===== src/rtl/vmx_mm_sequencer.sv =====
// vmx_mm_sequencer: job sequencer for a weight-stationary PE array.
// It skews rows into the array, deskews products out and tags rows through to the write port.
module vmx_mm_sequencer #(
  parameter int PE_SIZE = 4,
  parameter int PORT_WIDTH = 16,
  parameter int ARRAY_LAT = 4,
  parameter int CNT_WIDTH = 8
) (
  input  logic                              clk,
  input  logic                              rst_n,
  input  logic                              start,
  input  logic                              abort,
  input  logic [CNT_WIDTH-1:0]              cfg_rows,
  input  logic                              cfg_simd,
  input  logic                              cfg_loop,
  input  logic                              in_valid,
  output logic                              in_ready,
  input  logic [PE_SIZE*PORT_WIDTH-1:0]     d_i,
  output logic                              pe_en,
  output logic [8*PE_SIZE-1:0]              pe_ctrl,
  output logic [PE_SIZE-1:0]                pe_simd,
  output logic [PE_SIZE*PORT_WIDTH-1:0]     pe_vec,
  input  logic [2*PE_SIZE*PORT_WIDTH-1:0]   pe_prod,
  output logic                              wr_en,
  input  logic                              wr_ready,
  output logic [2*PE_SIZE*PORT_WIDTH-1:0]   d_o,
  output logic [CNT_WIDTH-1:0]              addr,
  output logic                              busy,
  output logic                              done,
  output logic [2:0]                        state_o
);
  localparam int L = 2*(PE_SIZE-1) + ARRAY_LAT;
  localparam int W = PORT_WIDTH;
  localparam int RW = 2*PORT_WIDTH;
  typedef enum logic [2:0] {IDLE = 3'd0, SETW = 3'd1, LOAD = 3'd2, DRAIN = 3'd3, DONE = 3'd4} state_t;
  state_t state, state_nx;
  logic [CNT_WIDTH-1:0] cnt, rows_q, last_row;
  logic simd_q, weights_ok, hs, launch;
  logic [L-1:0] tags;
  logic [RW*PE_SIZE-1:0] res;
  assign pe_en = ~(wr_en & ~wr_ready);
  assign in_ready = (state == SETW || state == LOAD) && pe_en;
  assign hs = in_valid & in_ready;
  assign wr_en = tags[L-1];
  assign launch = state == IDLE && start && !abort;
  assign last_row = (state == SETW || rows_q == '0) ? CNT_WIDTH'(PE_SIZE-1) : rows_q - CNT_WIDTH'(1);
  assign d_o = wr_en ? res : '0;
  assign pe_simd = {PE_SIZE{simd_q}};
  assign busy = state != IDLE;
  assign done = state == DONE;
  assign state_o = state;
  always_comb begin
    state_nx = state;
    case (state)
      IDLE:    if (start) state_nx = (cfg_loop && weights_ok) ? LOAD : SETW;
      SETW:    if (hs && cnt == last_row) state_nx = LOAD;
      LOAD:    if (hs && cnt == last_row) state_nx = DRAIN;
      DRAIN:   if (tags == '0) state_nx = DONE;
      DONE:    state_nx = IDLE;
      default: state_nx = IDLE;
    endcase
    if (abort) state_nx = IDLE;
  end
  always_ff @(posedge clk or negedge rst_n) begin
    if (!rst_n) begin
      state <= IDLE;
      cnt <= '0;
      rows_q <= '0;
      simd_q <= 1'b0;
      weights_ok <= 1'b0;
      tags <= '0;
      addr <= '0;
    end else begin
      state <= state_nx;
      if (abort) begin
        cnt <= '0;
        tags <= '0;
        weights_ok <= 1'b0;
        addr <= '0;
      end else begin
        if (launch) begin
          rows_q <= cfg_rows;
          simd_q <= cfg_simd;
          cnt <= '0;
          addr <= '0;
          if (!(cfg_loop && weights_ok)) weights_ok <= 1'b0;
        end else begin
          if (wr_en && wr_ready) addr <= addr + CNT_WIDTH'(1);
          if (hs) cnt <= (cnt == last_row) ? '0 : cnt + CNT_WIDTH'(1);
        end
        if (hs && state == SETW && cnt == last_row) weights_ok <= 1'b1;
        if (pe_en) tags <= {tags[L-2:0], hs && state == LOAD};
      end
    end
  end
  for (genvar i = 0; i < PE_SIZE; i++) begin : g_lane
    localparam int D = PE_SIZE - 1 - i;
    logic [W-1:0] vin;
    logic [7:0] cin;
    assign vin = hs ? d_i[i*W +: W] : '0;
    assign cin = (hs && state == SETW) ? {1'b1, 7'(cnt)} : 8'd0;
    if (i == 0) begin : g_in0
      assign pe_vec[W-1:0] = vin;
      assign pe_ctrl[7:0] = cin;
    end else begin : g_inn
      logic [W-1:0] sv [i];
      logic [7:0] sc [i];
      always_ff @(posedge clk or negedge rst_n) begin
        if (!rst_n) begin
          for (int k = 0; k < i; k++) begin sv[k] <= '0; sc[k] <= '0; end
        end else if (abort) begin
          for (int k = 0; k < i; k++) begin sv[k] <= '0; sc[k] <= '0; end
        end else if (pe_en) begin
          sv[0] <= vin;
          sc[0] <= cin;
          for (int k = 1; k < i; k++) begin sv[k] <= sv[k-1]; sc[k] <= sc[k-1]; end
        end
      end
      assign pe_vec[i*W +: W] = sv[i-1];
      assign pe_ctrl[8*i +: 8] = sc[i-1];
    end
    // Output lanes are deskewed so every lane of a row lands on d_o together.
    if (D == 0) begin : g_out0
      assign res[i*RW +: RW] = pe_prod[i*RW +: RW];
    end else begin : g_outn
      logic [RW-1:0] so [D];
      always_ff @(posedge clk or negedge rst_n) begin
        if (!rst_n) begin
          for (int k = 0; k < D; k++) so[k] <= '0;
        end else if (abort) begin
          for (int k = 0; k < D; k++) so[k] <= '0;
        end else if (pe_en) begin
          so[0] <= pe_prod[i*RW +: RW];
          for (int k = 1; k < D; k++) so[k] <= so[k-1];
        end
      end
      assign res[i*RW +: RW] = so[D-1];
    end
  end
endmodule


===== config.mk =====
export PLATFORM = sky130hd
export DESIGN_NAME = vmx_mm_sequencer
export DESIGN_NICKNAME = d
export VERILOG_FILES = /design/src/rtl/vmx_mm_sequencer.sv
export SDC_FILE = /design/constraint.sdc
export NUM_CORES = 1
export LEC_CHECK = 0
export BUFFER_PORTS_ARGS = -buffer_cell sky130_fd_sc_hd__buf_2
export CORE_MARGIN = 2
export CORE_UTILIZATION = 45
export DETAILED_ROUTE_END_ITERATION = 10
export GPL_TIMING_DRIVEN = 0
export PLACE_DENSITY = 0.73
export SETUP_SLACK_MARGIN = 0.15
export SYNTH_ARGS = -nofsm -noshare
export SYNTH_HDL_FRONTEND = slang
export SYNTH_SLANG_ARGS = --single-unit

===== constraint.sdc =====
create_clock -name clk -period 6.3 [get_ports clk]
set_input_delay 0.315 -clock clk [delete_from_list [all_inputs] [get_ports clk]]
set_output_delay 0.315 -clock clk [all_outputs]
set_load 0.005 [all_outputs]

==> impl_metrics.yaml <==
place:
  place_inst: 2599
  finalWeightedCongestion: 0.8560
  io_buffers: 451
  hpwl_um: 34980
worst_setup_path:
  start_kind: "register"
  crit_path_frequent_cell: "clkbuf_1"
  cpLargestDelayFamily: "compound AO/OA/AOI/OAI gates"
  critPathBufInv: 3
  criticalPathCategory: "reg2reg"
  regToRegSetupSlack_ns: 2.86
  critPathArrivalTime_ns: 3.84
  worstPathCellList: "clkbuf_1, inv_1, ha_1, clkbuf_1, nor4b_1, a21oi_1, o31ai_1, a31oi_1, o311a_4, nor4_4, a2111oi_2, a211o_1"
  endpoint_kind: "register"
  slowest_stage: "nor4_4"
  required_ns: 6.69
  path_max_fanout: 10
  cp_slowest_stage_delay_ns: 0.59
job:
  cap_violations: 0
die:
  io_pins: 452
  fp.dieW_um: 189.5
  start_util_pct: 45.96
  rows: 67
  core_area_sq_mm: 0.03370
  fp.dieH_um: 189.5
  die_area_sq_mm: 0.03592
finish:
  layout.cells.non_filler: 2708
  fin_nets: 2440
  drive_gt1_share_pct: 25.39
  area_growth_pct: 29.72
  mostFrequentLayoutCell: "nand2_1"
  regArea_sq_mm: 0.008783
  n_fill_cell: 3001
  mostFrequentLayoutCells: "543 x nand2_1, 450 x buf_2, 351 x dfrtp_1"
  multi_input_area_sq_mm: 0.005894
yosys:
  avgSynthCellArea_sq_um: 9.127
  synth-edff-count: 0
  ys_types: 58
  synthesis.area_sq_mm: 0.01549
  async_reset_ff_share_pct: 100.0
  synth_seq_cells: 351
  yosysWarnings: 0
  ys_seq_area_share_pct: 56.71
  synth_top_flop_cell: "dfrtp_1"
  syn_nets: 1909
  syn_inst: 1697
global_route:
  antenna_found_initial: 4
  track_usage_pct: 26.38
  grt_pass1_vias: 13720
  overflow: 0
  grt_pass1_wl_um: 74880
  grt_max_degree: 109
timing:
  max_freq_mhz: 290.3
  tns_ns: 0
  setup_viol: 0
  holdWs_ns: 0.01678
  worst_pin_slew_ns: 0.8917
  finalCriticalPeriod_ns: 3.445
  finalCritPeriodShare_pct: 54.68
  slew_viol_final: 0
  finalClockSkew_ns: 0.02106
  grt_setup_unrepaired: "no"
  slew_headroom_pct: 40.55
  hold_violations: 0
clock_network:
  root_buffer: "clkbuf_16"
  cts_setup_buffers: 0
  cts.sinks: 351
  htreeDepth: 2
  cts_tree: "done"
  clock_path_buffers: 3
  numCtsBuffers: 38
  insertion_delay_ns: 0.53
  path_clk_slew_ns: 0.06
drt:
  wl_um: 47840
  post_drt_wl_per_cell_um: 17.67
  route.vias.total: 13850
  drtIter0Drc: 810
  via_per_inst: 5.115
  first_pass_iters: 5
  drc_errors: 0
  ant_nets: 0
power:
  p_total_mw: 5.781
  switching_share_pct: 26.45
  pwr-share-comb_pct: 16.3
  ir_drop_mv: 0.2654
  clockPowerShare_pct: 40.2
  pwr-share-seq_pct: 43.4
  switchingPower_mw: 1.529
  powerDensity_mw_per_mm2: 287.7
  power.leakage_nw: 10.18
  power_report.internal_total_mw: 4.252
run_status:
  status: "completed"
hold_path:
  hp-class: "in2reg"
## path summary, 6_finish.rpt
path,from,endpoint,cells past startpoint
worst max-delay path,rows_q[0]$_DFFE_PN0P_,state_o[0]$_DFFE_PN0P_,12
worst min-delay path,d_i[25],g_lane[1].g_inn.sv[9]$_DFFE_PN0P_,2
worst max register to register,rows_q[0]$_DFFE_PN0P_,state_o[0]$_DFFE_PN0P_,12
worst min register to register,g_lane[2].g_inn.sv[21]$_DFFE_PN0P_,g_lane[2].g_inn.sv[21]$_DFFE_PN0P_,1
max in group asynchronous,rst_n,rows_q[7]$_DFFE_PN0P_,4
min in group asynchronous,rst_n,g_lane[1].g_outn.so[41]$_DFFE_PN0P_,2
## Yosys cell counts, types with 6 or more instances
| library cell | count | area share [%] |
|---|---|---|
| a21oi_1 | 280 | 9.0 |
| a22o_1 | 49 | 2.8 |
| and2_1 | 152 | 6.1 |
| buf_1 | 6 | 0.15 |
| buf_4 | 39 | 1.9 |
| clkbuf_1 | 117 | 2.8 |
| dfrtp_1 | 351 | 57 |
| inv_1 | 8 | 0.19 |
| nand2_1 | 543 | 13 |
| nand2b_1 | 9 | 0.36 |
| nor2_1 | 33 | 0.80 |
| o21ai_0 | 9 | 0.29 |
| xor2_1 | 12 | 0.68 |
## registers in the layout, indices dropped and copies added, names as in the netlist
name / cells
g_lane.g_outn.so: 192
g_lane.g_inn.sv: 64
pe_vec: 32
pe_ctrl: 16
tags: 10
addr: 8
cnt: 8
g_lane.g_inn.sc: 8
rows_q: 8
state_o: 3
simd_q: 1
weights_ok: 1
## layout make-up
| class | instances | share of cell area (%) |
|---|---|---|
| Inverter | 9 | 0.1681 |
| Tap cell | 448 | 2.790 |
| Buffer | 164 | 3.867 |
| Multi-Input combinational cell | 1173 | 29.34 |
| Antenna cell | 3 | 0.03736 |
| Timing Repair Buffer | 491 | 13.54 |
| Clock inverter | 9 | 0.8469 |
| Sequential cell | 351 | 43.72 |
| Clock buffer | 60 | 5.698 |
## power groups by stage
stage	sequential, mW	combinational (mW)	clock (mW)
6_report	2.51	0.945	2.33
5_1_grt	2.53	1.05	2.47
4_1_cts	2.51	0.946	2.36
3_5_place_dp	2.55	0.921	0
3_3_place_gp	2.54	0.892	0
2_1_floorplan	2.52	0.588	0
## per-stage QoR
step | worst slack, ns | cell area [sq um] | utilization, %
4_1_cts | 2.882 | 20080 | 59.60
6_report | 2.855 | 20090 | 59.62
5_1_grt | 2.595 | 20090 | 59.61
3_3_place_gp | -1.790 | 18310 | 54.32
2_1_floorplan | 3.380 | 15490 | -
3_5_place_dp | 2.893 | 18400 | 54.60
## per-layer routing
metal  wire (um)  vias to the layer above  share of wire, %  global-route usage (%)
met5           0                        -                 0                       0
met4        1579                        0               3.3                   8.945
met3        3098                       98               6.5                   4.782
met2       23220                      513                49                   44.49
met1       19940                     6648                42                   34.42
li1            -                     6592                 -                       -
## logic make-up after synthesis
group	Yosys count	synth area share (%)
fa+ha+maj	4	0.3231
compound gates	370	14.02
flops	351	56.71
xor+xnor	17	1.010
buf+inv	173	5.235
mux	5	0.3635
simple gates	777	22.34
## worst register-to-register path: stages, from the launching register on
cell       delay [ns]
dfrtp_1          0.32
clkbuf_1         0.29
inv_1            0.16
ha_1             0.22
clkbuf_1         0.20
nor4b_1          0.35
a21oi_1          0.08
o31ai_1          0.23
a31oi_1          0.09
o311a_4          0.33
nor4_4           0.59
a2111oi_2        0.17
a211o_1          0.30
## what timing repair did
item                                   4_1_cts  5_1_grt
hold buffers                                37        0
gates resized for setup                      0        0
endpoints found under the hold margin       94        0
Note: power is estimated with default switching activity, not from simulation.
